--- config.mk ---
export PLATFORM = sky130hd
export DESIGN_NAME = load_store_unit
export DESIGN_NICKNAME = d
export VERILOG_FILES = /design/src/rtl/lsu_pkg.sv /design/src/rtl/load_store_unit.sv
export SDC_FILE = /design/constraint.sdc
export NUM_CORES = 1
export LEC_CHECK = 0
export CORE_UTILIZATION = 36
export DETAILED_ROUTE_END_ITERATION = 6
export PLACE_DENSITY = 0.84
export SETUP_SLACK_MARGIN = 0.15
export SLEW_MARGIN = 20
export SYNTH_ARGS = -nofsm -noshare
export SYNTH_HDL_FRONTEND = slang
export SYNTH_SLANG_ARGS = --single-unit
--- constraint.sdc ---
create_clock -name clk -period 1.6 [get_ports clk]
set_input_delay 0.4 -clock clk [delete_from_list [all_inputs] [get_ports clk]]
set_output_delay 0.4 -clock clk [all_outputs]
set_load 0.01 [all_outputs]
--- src/rtl/lsu_pkg.sv ---
// Shared types and helpers for the load/store unit: FSM states, RISC-V funct3
// encodings and the request legality check.
package lsu_pkg;

    typedef enum logic [1:0] {
        StIdle,
        StIssue,
        StCapture,
        StResp
    } lsu_state_e;

    localparam logic [2:0] F3_B  = 3'b000;
    localparam logic [2:0] F3_H  = 3'b001;
    localparam logic [2:0] F3_W  = 3'b010;
    localparam logic [2:0] F3_BU = 3'b100;
    localparam logic [2:0] F3_HU = 3'b101;

    // Unsigned variants only exist for loads; halfwords and words must be naturally aligned.
    function automatic logic lsu_legal(input logic wr, input logic [2:0] f3,
                                       input logic [1:0] addr_lo);
        logic ok;
        ok = 1'b0;
        case (f3)
            F3_B:    ok = 1'b1;
            F3_H:    ok = ~addr_lo[0];
            F3_W:    ok = (addr_lo == 2'b00);
            F3_BU:   ok = ~wr;
            F3_HU:   ok = ~wr & ~addr_lo[0];
            default: ok = 1'b0;
        endcase
        return ok;
    endfunction

endpackage

--- src/rtl/load_store_unit.sv ---
// Load/store unit: accepts one memory-stage request at a time, checks it, drives
// data_mem's synchronous port and returns a registered response with an error flag.
module load_store_unit
    import lsu_pkg::*;
#(
    parameter int unsigned ADDR_WIDTH = 32,
    parameter int unsigned DATA_WIDTH = 32
) (
    input  logic                  clk,
    input  logic                  reset,
    input  logic                  req_valid,
    output logic                  req_ready,
    input  logic                  req_wr,
    input  logic [2:0]            req_funct3,
    input  logic [ADDR_WIDTH-1:0] req_addr,
    input  logic [DATA_WIDTH-1:0] req_wdata,
    output logic                  resp_valid,
    input  logic                  resp_ready,
    output logic [DATA_WIDTH-1:0] resp_rdata,
    output logic                  resp_err,
    output logic                  dmem_wren,
    output logic [2:0]            funct3,
    output logic [ADDR_WIDTH-1:0] dmem_address,
    output logic [DATA_WIDTH-1:0] dmem_data_in,
    input  logic [DATA_WIDTH-1:0] dmem_data_out
);

    lsu_state_e            state_q, state_d;
    logic                  wr_q, wr_d;
    logic [2:0]            f3_q, f3_d;
    logic [ADDR_WIDTH-1:0] addr_q, addr_d;
    logic [DATA_WIDTH-1:0] wdata_q, wdata_d;
    logic [DATA_WIDTH-1:0] rdata_q, rdata_d;
    logic                  err_q, err_d;

    always_ff @(posedge clk) begin
        if (!reset) begin
            state_q <= StIdle;
            wr_q    <= 1'b0;
            f3_q    <= 3'b000;
            addr_q  <= '0;
            wdata_q <= '0;
            rdata_q <= '0;
            err_q   <= 1'b0;
        end else begin
            state_q <= state_d;
            wr_q    <= wr_d;
            f3_q    <= f3_d;
            addr_q  <= addr_d;
            wdata_q <= wdata_d;
            rdata_q <= rdata_d;
            err_q   <= err_d;
        end
    end

    always_comb begin
        state_d = state_q;
        wr_d    = wr_q;
        f3_d    = f3_q;
        addr_d  = addr_q;
        wdata_d = wdata_q;
        rdata_d = rdata_q;
        err_d   = err_q;

        unique case (state_q)
            StIdle: begin
                if (req_valid) begin
                    wr_d    = req_wr;
                    f3_d    = req_funct3;
                    addr_d  = req_addr;
                    wdata_d = req_wdata;
                    rdata_d = '0;
                    if (lsu_legal(req_wr, req_funct3, req_addr[1:0])) begin
                        err_d   = 1'b0;
                        state_d = StIssue;
                    end else begin
                        err_d   = 1'b1;
                        state_d = StResp;
                    end
                end
            end
            StIssue: begin
                state_d = wr_q ? StResp : StCapture;
            end
            StCapture: begin
                rdata_d = dmem_data_out;
                state_d = StResp;
            end
            StResp: begin
                if (resp_ready) begin
                    state_d = StIdle;
                end
            end
            default: state_d = StIdle;
        endcase
    end

    // dmem_wren is gated by reset so a store whose ISSUE edge meets reset never writes.
    assign req_ready    = (state_q == StIdle) && reset;
    assign resp_valid   = (state_q == StResp);
    assign resp_rdata   = rdata_q;
    assign resp_err     = err_q;
    assign dmem_wren    = (state_q == StIssue) && wr_q && reset;
    assign funct3       = f3_q;
    assign dmem_address = addr_q;
    assign dmem_data_in = wdata_q;

endmodule

== Word level (Yosys, flattened, before mapping) ==
Cells that the tools add are included.

* Register bits: 103
* Input port bits: 104
* Output and inout port bits: 103
* Word-level logic and storage cells: 40

* Equal/unequal tests: 9
* Muxes and demuxes: 11
* Bitwise gates (word level): 3
* Reductions and logical operators: 10

{| class="wikitable"
|+ Operators with widths
! kind !! count
|-
| $pmux W32 S2 || 1
|-
| $mux W32 || 1
|-
| $pmux W2 S4 || 1
|-
| $eq A3 B3 Y1 const B || 2
|-
| $mux W2 || 3
|-
| $reduce_and A2 Y1 || 3
|-
| $pmux W1 S5 || 1
|-
| $eq A2 B2 Y1 const B || 2
|-
| $logic_not A2 Y1 || 2
|-
| $mux W1 || 4
|-
| $eq A3 B1 Y1 const B || 1
|-
| $eq A3 B2 Y1 const B || 1
|-
| $logic_and A1 B1 Y1 || 3
|-
| $logic_not A3 Y1 || 1
|-
| $eq A2 B1 Y1 const B || 1
|-
| $ne A2 B1 Y1 const B || 1
|-
| $ne A2 B2 Y1 const B || 1
|-
| $not A1 Y1 || 2
|-
| $reduce_bool A2 Y1 || 1
|-
| $and A1 B1 Y1 || 1
|}

== Longest topological paths before layout ==
Gate-level depths: netlist of run 1.

* Depth in word-level cells: 8
* Gate-level depth with buffers: 9

== Worst setup path before layout of run 1 ==
OpenSTA, ideal clock, no wires.

* Path type: register -> register
* Start point: register state_q[0]
* End point: register state_q[1]
* Data arrival time: 1.531 ns
* Slack: -0.053 ns
* Stages on the path, launching flop included: 7
* Period minus slack after synthesis: 1.653 ns
* Cell sequence: dfxtp_1 > inv_1 > ha_1 > buf_2 > nor2b_1 > or2_2 > o311a_1

* Cells in the longest elaborated chain, start to end: 3
* Elaborated cells between the ends (all ways): 8
* Classes of those cells: 5 x eq/ne; 1 x mux; 2 x reduce/logical

{| class="wikitable"
|+ RTL lines
! item !! line !! text
|-
| start, declared || load_store_unit.sv:28 || <nowiki>lsu_state_e state_q, state_d;</nowiki>
|-
| start signal, assigned || load_store_unit.sv:38 || <nowiki>state_q <= StIdle;</nowiki>
|-
| start signal, assigned || load_store_unit.sv:46 || <nowiki>state_q <= state_d;</nowiki>
|-
| $eq A2 B2 Y1 / $logic_not A2 Y1 (equally long branches) || load_store_unit.sv:65 || <nowiki>unique case (state_q)</nowiki>
|-
| $ne A2 B1 Y1 (no source line) / $ne A2 B2 Y1 (equally long branches) || -- ||
|-
| $reduce_and A2 Y1 (no source line) || -- ||
|}

Parallel ways exist; a longest one is shown, timed or not.
A chain may end at the register's enable or synchronous reset.

== Final worst setup path of run 1 ==
* Start point: register state_q[1]
* End point: output port resp_valid

* Cells in the longest elaborated chain, start to end: 1

{| class="wikitable"
|+ RTL lines
! item !! line !! text
|-
| $eq A2 B2 Y1 || load_store_unit.sv:100 || <nowiki>assign resp_valid = (state_q == StResp);</nowiki>
|-
| end, declared || load_store_unit.sv:17 || <nowiki>output logic resp_valid,</nowiki>
|}

No other way between the ends.

==> flow_results.org, run 1 <==
** Synthesis
- Among all cell types in the netlist, the one instantiated most often is sky130_fd_sc_hd__nand2_1.
- Avg Inst Size Synth :: 9.03 um2
- Synthesized cell area :: 3940 um2
- Synth top area cells :: sky130_fd_sc_hd__dfxtp_1 52%, sky130_fd_sc_hd__a21boi_0 13%, sky130_fd_sc_hd__nand2_1 13%, sky130_fd_sc_hd__a32oi_1 7.1%, sky130_fd_sc_hd__nor2b_1 5.6%
- Register bit total from synthesis :: 103
- Dominant cell type by area after synthesis :: sky130_fd_sc_hd__dfxtp_1
- Post-synth ARST share :: 0%
- Post-Syn Nets :: 544
- In the synthesized netlist, the number of instances is 436.
- For this run, the number of Yosys warnings is 0.
- Number of enable-type register cells in the synthesized netlist :: 0
- Sorting the synthesized cells by how often they occur yields 138 x sky130_fd_sc_hd__nand2_1, 103 x sky130_fd_sc_hd__dfxtp_1, 69 x sky130_fd_sc_hd__a21boi_0.
- The share of the Yosys chip area taken by registers is 52.4%.
- After synthesis, the netlist uses 26 different library cells.
- In the synthesized netlist the dominant register cell turns out to be sky130_fd_sc_hd__dfxtp_1.
- In this run the biggest area consumer among cell types represents 52.4% of the synthesized area.

** Clock tree
- TritonCTS built the clock tree.
- Clk Latency, worst-skew pair :: 0.36 ns
- Clock slew at reported path FFs :: 0.09 ns
- Root buffer cell :: sky130_fd_sc_hd__clkbuf_8
- Clock buffer depth :: 2
- Htree depth :: 3
- The tree built by TritonCTS fans out to 103 sinks.
- Clock buffer count from CTS :: 9

** Pwr
- Dividing total power by cell area gives a power density of 1410 nW/um2.
- The analysis attributes to cell leakage a power of 3.34 nW.
- Worst ir drop on vdd :: 0.861 mV

** Detailed routing
- In the routed design, unresolved DRC markers number 0.
- For this block, the initial DRC count from the detailed router was 197.
- Antenna-violating nets left :: 0
- After detailed routing, the number of vias per cell comes to 5.09.
- After detailed routing, the average wire length per cell comes to 18.0 um.
- For this run, the detailed router's first-pass iteration total came to 5.
- Routed wire length :: 14400 um
- Total number of vias :: 4087

** Critical path
- Required @ worst endpoint :: 1.20 ns
- Along the worst path, the maximum fanout reaches 3.
- The setup path with the least slack is of type flip-flop to primary output.
- Data on the critical path arrives at its endpoint at 1.20 ns.
- CP endpoint kind :: primary output
- STA classifies the critical path startpoint as a flip-flop.

** Die
- Pin placement for this block handled 207 I/O pins.
- Total core area :: 10500 um2
- In this run the horizontal extent of the chip is 107 um.
- Core Rows :: 37
- The die is 107 um tall.
- The die covers 11400 um2.
- The initial utilization of the core area, before any placement, comes to 37.6%.

** Global route
- The initial antenna violation count was 1.
- The first global-routing pass estimated 19300 um of wire.
- After global routing the overflow that remains totals 0.
- Vias in the first global route :: 4057
- Pin count of the biggest net entering global routing :: 85
- Overall fraction of global-route tracks in use :: 21.2%

** Place
- Detailed placer's ending HPWL :: 8350 um
- RD Place Congestion :: 0.758
- Once placement completed, the tool counted placed cells totaling 759.
- Once placement finished, the instance area stood at 6260 um2.
- Post-place setup slack :: -0.394 ns
- The count of buffers added on input and output ports is 206.

** STA
- Worst setup slack after layout :: -0.000235 ns
- Slew margin rel. :: 55.4%
- The final number of hold-violating endpoints came to 0.
- Worst Max-Slew Pin Slew :: 0.670 ns
- In the finished design, the share of the clock period the worst path needs comes to 100%.
- Highest clock frequency the design can meet :: 625 MHz
- Clk_skew :: 0.0144 ns
- Setup repair after global routing missed its margin :: true
- Setup violations remaining at the end of the flow were counted as 1.
- The smallest clock period supported by the final layout is computed as 1.60 ns.
- Max-slew violation count :: 0

** Finish
- Post-layout instance area :: 7560 um2
- The post-route netlist has 30.2% of its cells at a drive strength greater than 1.
- Area Overhead vs Synth :: 92.0%
- Area used by multi-input combinational logic :: 2470 um2
- Filler Cell Count :: 752
- The count of cells in the finished layout, fillers not included, comes to 803.
- Final-stage net count :: 771
- Summing all flip-flop and latch instances after layout gives 2070 um2.

** Status
- The run finished, with violations left.
- Failing checks :: setup timing

** Worst hold path
- The path class of the tightest hold or removal check is primary input to flip-flop.

** Job
- Count of max-cap constraint violations :: 0
==> worst max-delay path, cell delays in order (launching register included) <==
cell and delay, ns:
sky130_fd_sc_hd__dfxtp_2 0.35, sky130_fd_sc_hd__buf_6 0.11, sky130_fd_sc_hd__buf_6 0.12, sky130_fd_sc_hd__ha_4 0.16, sky130_fd_sc_hd__buf_6 0.12
==> sequential cells by signal (all words and copies together) (netlist names) <==
signal	flops
resp_err	1
dmem_address	32
resp_rdata	32
state_q	2
wr_q	1
funct3	3
dmem_data_in	32
==> final cells by class <==
type	instances	area share, %
multi-input combinational	296	32.7
antenna	1	0.0331
clock inverter	4	0.331
clock buffer	10	1.69
timing repair buffer	251	35.5
tap	136	2.25
sequential	103	27.3
inverter	2	0.165
==> final timing paths <==
kind,startpoint,end,slack (ns),depth (start not counted)
max,state_q[1],resp_valid,-0.0002,4
min,req_addr[1],dmem_address[1],0.44,3
max reg2reg,state_q[0],resp_rdata[19],-0.0002,8
min reg2reg,dmem_data_in[28],dmem_data_in[28],0.45,2
==> cells by family (layout without fill, tap and decap cells) <==
logic type,count (synthesis),after routing,synth area share [%]
buffers and inverters,39,267,4.23
AND/OR/NAND/NOR,183,185,20.4
AO/OA/AOI/OAI,106,106,21.4
adder cells (fa/ha/maj),4,4,1.27
flip-flops,103,103,52.4
multiplexers,1,1,0.254
other,0,1,0
==> report_power, final <==
group | switching (W) | total, W | internal, W
clock | 0.000859 | 0.00140 | 0.000545
sequential | 0.000265 | 0.00330 | 0.00304
combinational | 0.00289 | 0.00595 | 0.00307
==> per-layer routing <==
metal  vias up  track usage (%)  wire (um)  share of wire, %
met1      1982             23.7       5710                40
met4         0             7.93        248               1.7
met5         -                0          0                 0
met3        24             5.35        832               5.8
li1       1933                -          -                 -
met2       148             38.4       7650                53
==> what timing repair did <==
item,4_1_cts,5_1_grt
setup endpoints to repair,145,84
gates cloned,3,15
gates resized for setup,144,246
hold endpoints to repair,0,0
pin swaps,15,143
hold buffers,0,0
setup buffers,7,4
==> metrics by stage <==
stage          hold WS (ns)  util (%)  total power [W]    TNS, ns
5_1_grt               0.439      72.3           0.0112     -0.289
2_1_floorplan         0.453         -          0.00512          0
4_1_cts               0.448      62.6          0.00884    -0.0628
3_3_place_gp          0.450      59.8          0.00686     -16.46
3_5_place_dp          0.457      59.8          0.00701     -20.20
6_report              0.439      72.3           0.0107  -0.000235
==> cells in the final DEF (no fill, tap or decap), types with 4 or more instances in the layout <==
master	Yosys	final
sky130_fd_sc_hd__a21boi_1	0	42
sky130_fd_sc_hd__a21boi_2	0	27
sky130_fd_sc_hd__a32oi_1	32	13
sky130_fd_sc_hd__a32oi_2	0	19
sky130_fd_sc_hd__buf_12	0	9
sky130_fd_sc_hd__buf_4	1	11
sky130_fd_sc_hd__buf_6	0	11
sky130_fd_sc_hd__buf_8	0	4
sky130_fd_sc_hd__clkbuf_16	0	10
sky130_fd_sc_hd__clkbuf_8	0	9
sky130_fd_sc_hd__clkdlybuf4s15_1	0	8
sky130_fd_sc_hd__clkdlybuf4s50_1	0	97
sky130_fd_sc_hd__dfxtp_1	103	101
sky130_fd_sc_hd__dlygate4sd2_1	0	97
sky130_fd_sc_hd__ha_4	0	4
sky130_fd_sc_hd__nand2_1	138	68
sky130_fd_sc_hd__nand2_2	0	29
sky130_fd_sc_hd__nand2_4	0	41
sky130_fd_sc_hd__nor2b_1	35	33
Power figures use the tool's default switching activity.
==> run 2, diff against run 1 <==
- HOLD_SLACK_MARGIN: unset -> 0.15
==> results of run 2 <==
No change in the layout: final DEF, timing and power equal those of run 1.
==> run 3, diff against run 2 <==
- PLACE_DENSITY: 0.84 -> 0.79
==> run 3 against run 2 <==
The run now ends clean. Hold slack better by 0.013 ns. Critical path depth unchanged. Critical path type unchanged. Combinational power down 28%. Via count down 5.0%. Core utilization down 8.3 points. Critical endpoint is now dmem_wren. Maximum frequency up 0.12%. Non-clock buffer count down 11. Largest power group unchanged. First-iteration DRC count down 17%. Count of clock-buffer cells in the layout unchanged.
==> flow_results.org, run 3 (synthesis results as in run 1) <==
** Status
- The flow ran to the end, and the final reports show no timing, DRC or antenna violations.

** Clock tree
- Clk Latency, worst-skew pair :: 0.36 ns (about the same)
- The maximum number of buffers from clock root to sink came to 2 (unchanged).
- Clock sink count :: 103 (unchanged)
- TritonCTS built the clock tree.
- The tree is rooted in a sky130_fd_sc_hd__clkbuf_8.
- Htree depth :: 3 (unchanged)
- The number of buffers inserted during clock tree synthesis came to 9 (unchanged).
- Clock slew at reported path FFs :: 0.09 ns (about the same)
- Cts hold-fix bufs :: 0 (unchanged)

** Critical path
- The number of cells on the worst reg-to-reg path came to 7 (-1).
- In this run the critical register-to-register path is captured at resp_rdata[8].
- CP Launch Point :: state_q[1]
- CP endpoint kind :: primary output
- The critical path required time was 1.20 ns (about the same).
- Worst reg-to-reg setup slack :: 0.10 ns (+0.10 ns)
- The maximum fanout along the worst path was 3 (unchanged).
- By startpoint and endpoint, the worst setup path is classified as flip-flop to primary output.
- Following the worst setup path forward leads to its endpoint at dmem_wren.
- The worst setup path is launched from a flip-flop.
- In this run the critical register-to-register path is launched from state_q[0].
- The worst endpoint data arrival time was 1.20 ns (about the same).

** Place
- Post-place setup slack :: -0.379 ns (+0.0147 ns)
- The count of buffers inserted at the top-level ports is 206 (unchanged).
- The global placement routability congestion was 0.756 (-0.28%).
- Detailed placer's ending HPWL :: 8080 um (-3.3%)
- The placed cell count is 760 (+0.13%).

** Detailed routing
- The violation count after the first detailed-routing iteration was 163 (-17%).
- Post-route DRC :: 0 (unchanged)
- The routed length per instance was 15.7 um (-13%).
- Total number of vias :: 3882 (-5.0%)
- The number of nets with antenna violations after routing is 0 (unchanged).
- The total detailed-routing wirelength came to 12400 um (-14%).
- DR pass1 iterations :: 4 (-1)
- The per-cell via count in the routed design was 4.91 (-3.6%).

** Die
- The floorplan die area came to 11400 um2 (unchanged).
- The starting density of the core came to 37.6% (unchanged).
- The width of the die came to 107 um (unchanged).
- The area of the placeable core is 10500 um2 (unchanged).
- Number of top-level design ports :: 207 (unchanged)
- Die Y :: 107 um (unchanged)
- Core Rows :: 37 (unchanged)

** STA
- The clock skew is 0.0147 ns (+0.000304 ns).
- The final hold slack came to 0.452 ns (+0.0130 ns).
- TNS Setup :: 0 ns (+0.000235 ns)
- The number of setup violations in the final report was 0 (-1).
- Share of the clock period used by the worst path :: 99.9% (-0.12 points)
- The post-route minimum period came to 1.60 ns (-0.00194 ns).
- The count of pins over their slew limit was 0 (unchanged).
- Worst Max-Slew Pin Slew :: 0.648 ns (-0.0212 ns)
- The worst-case headroom to the max-slew limit is 56.8% (+1.4 points).
- Final number of hold-violating endpoints :: 0 (unchanged)
- Highest clock frequency the design can meet :: 626 MHz (+0.12%)
- Setup repair after global routing missed its margin :: true
- The setup slack of the critical path after layout came to 0.00170 ns (+0.00194 ns).

** Finish
- Final-stage net count :: 758 (-1.7%)
- The core occupancy in the finished layout is 64.0% (-8.3 points).
- The library cell used most frequently in the layout, excluding fill and tap cells, is sky130_fd_sc_hd__nand2_1.
- Final antenna diode count :: 0 (-1)
- The proportion of layout cells with a drive suffix above 1 was 12.2% (-18 points).
- The number of standard cells in the layout, taps in and fillers out is 791 (-1.5%).
- The fill cell total of the finished layout is 954 (+27%).
- Commonest cells after routing, fill and taps aside :: 137 x sky130_fd_sc_hd__nand2_1, 101 x sky130_fd_sc_hd__dfxtp_1, 99 x sky130_fd_sc_hd__dlygate4sd2_1, 97 x sky130_fd_sc_hd__clkdlybuf4s50_1, 54 x sky130_fd_sc_hd__a21boi_1
- The area growth from synthesis to layout is 70.1%.

** Pwr
- Worst ir drop on vdd :: 0.671 mV (-22%)
- Leakage :: 2.89 nW (-13%)
- The power density over cell area was 1360 nW/um2 (-3.8%).

** Global route
- Residual overflow from global routing :: 0 (unchanged)
- Number of antenna violations at the first check in global routing :: 0 (-1)
- The global-route wire length before repair was 18100 um (-6.3%).
- The overall routing resource usage came to 19.8% (-1.4 points).
- The number of global-route vias before repair was 3765 (-7.2%).
- The pin count of the biggest net entering global routing is 83 (-2.4%).

** Job
- Count of max-cap constraint violations :: 0 (unchanged)

** Worst hold path
- The min-delay analysis places its worst path in the category flip-flop to flip-flop.
-- run 3: changes by cell type in the layout (fill, tap and decap cells not counted), sizes merged --
cell	previous run	this run
and2	3	2
clkinvlp	2	1
buf	39	31
clkbuf	20	17
dlygate4sd2	97	99
diode	1	0
clkdlybuf4s15	8	6
clkinv	2	3
inv	2	4
nand2	139	138
-- run 3: power by group --
group	total, W	internal (W)	switching (W)	leakage, nW
clock network	0.00151	0.000618	0.000894	0.0930
registers	0.00328	0.00303	0.000243	0.842
logic	0.00429	0.00218	0.00211	1.95
-- run 3: layer usage --
metal	vias up	wire length (um)	global-route usage, %
met2	154	6210	35.0
met5	-	0	0
li1	1899	-	-
met3	20	1010	5.78
met4	0	241	6.65
met1	1809	4930	22.8
-- run 3: cell type report --
type	count	area, um2	area share [%]
clock inverters	6	43.8	0.654
inverters	2	12.5	0.187
repair buffers	240	2420	36.1
clock buffers	10	138	2.06
well taps	136	170	2.54
multi-input cells	294	1850	27.6
flip-flops and latches	103	2070	30.9
-- run 3: worst min path at each step --
stage | start | to | slack (ns) | cells after the start
after CTS | req_addr[1] | dmem_address[1] | 0.46 | 3
after global routing | req_addr[1] | dmem_address[1] | 0.47 | 3
after floorplan | wr_q | wr_q | 0.45 | 2
after detailed placement | dmem_data_in[18] | dmem_data_in[18] | 0.46 | 2
final | dmem_address[30] | dmem_address[30] | 0.45 | 2
after global placement | dmem_data_in[18] | dmem_data_in[18] | 0.45 | 2
-- run 3: what timing repair did --
action                                  in CTS  in global routing
gates resized for setup                    139                 84
gates cloned                                 2                  7
pin swaps                                   10                 11
endpoints found under the setup margin     161                 91
setup buffers                                2                  4
-- run 3: stage by stage --
stage	power [W]	cell area [um2]
6_report	0.00908	6700
3_5_place_dp	0.00687	6210
4_1_cts	0.00840	6370
3_3_place_gp	0.00674	6210
5_1_grt	0.00965	6700
2_1_floorplan	0.00512	3970
-- run 3: worst max-delay path, cell delays in order (launching register included) --
cell	delay, ns
sky130_fd_sc_hd__dfxtp_2	0.37
sky130_fd_sc_hd__inv_4	0.05
sky130_fd_sc_hd__ha_4	0.15
sky130_fd_sc_hd__and3_4	0.16
sky130_fd_sc_hd__buf_6	0.12
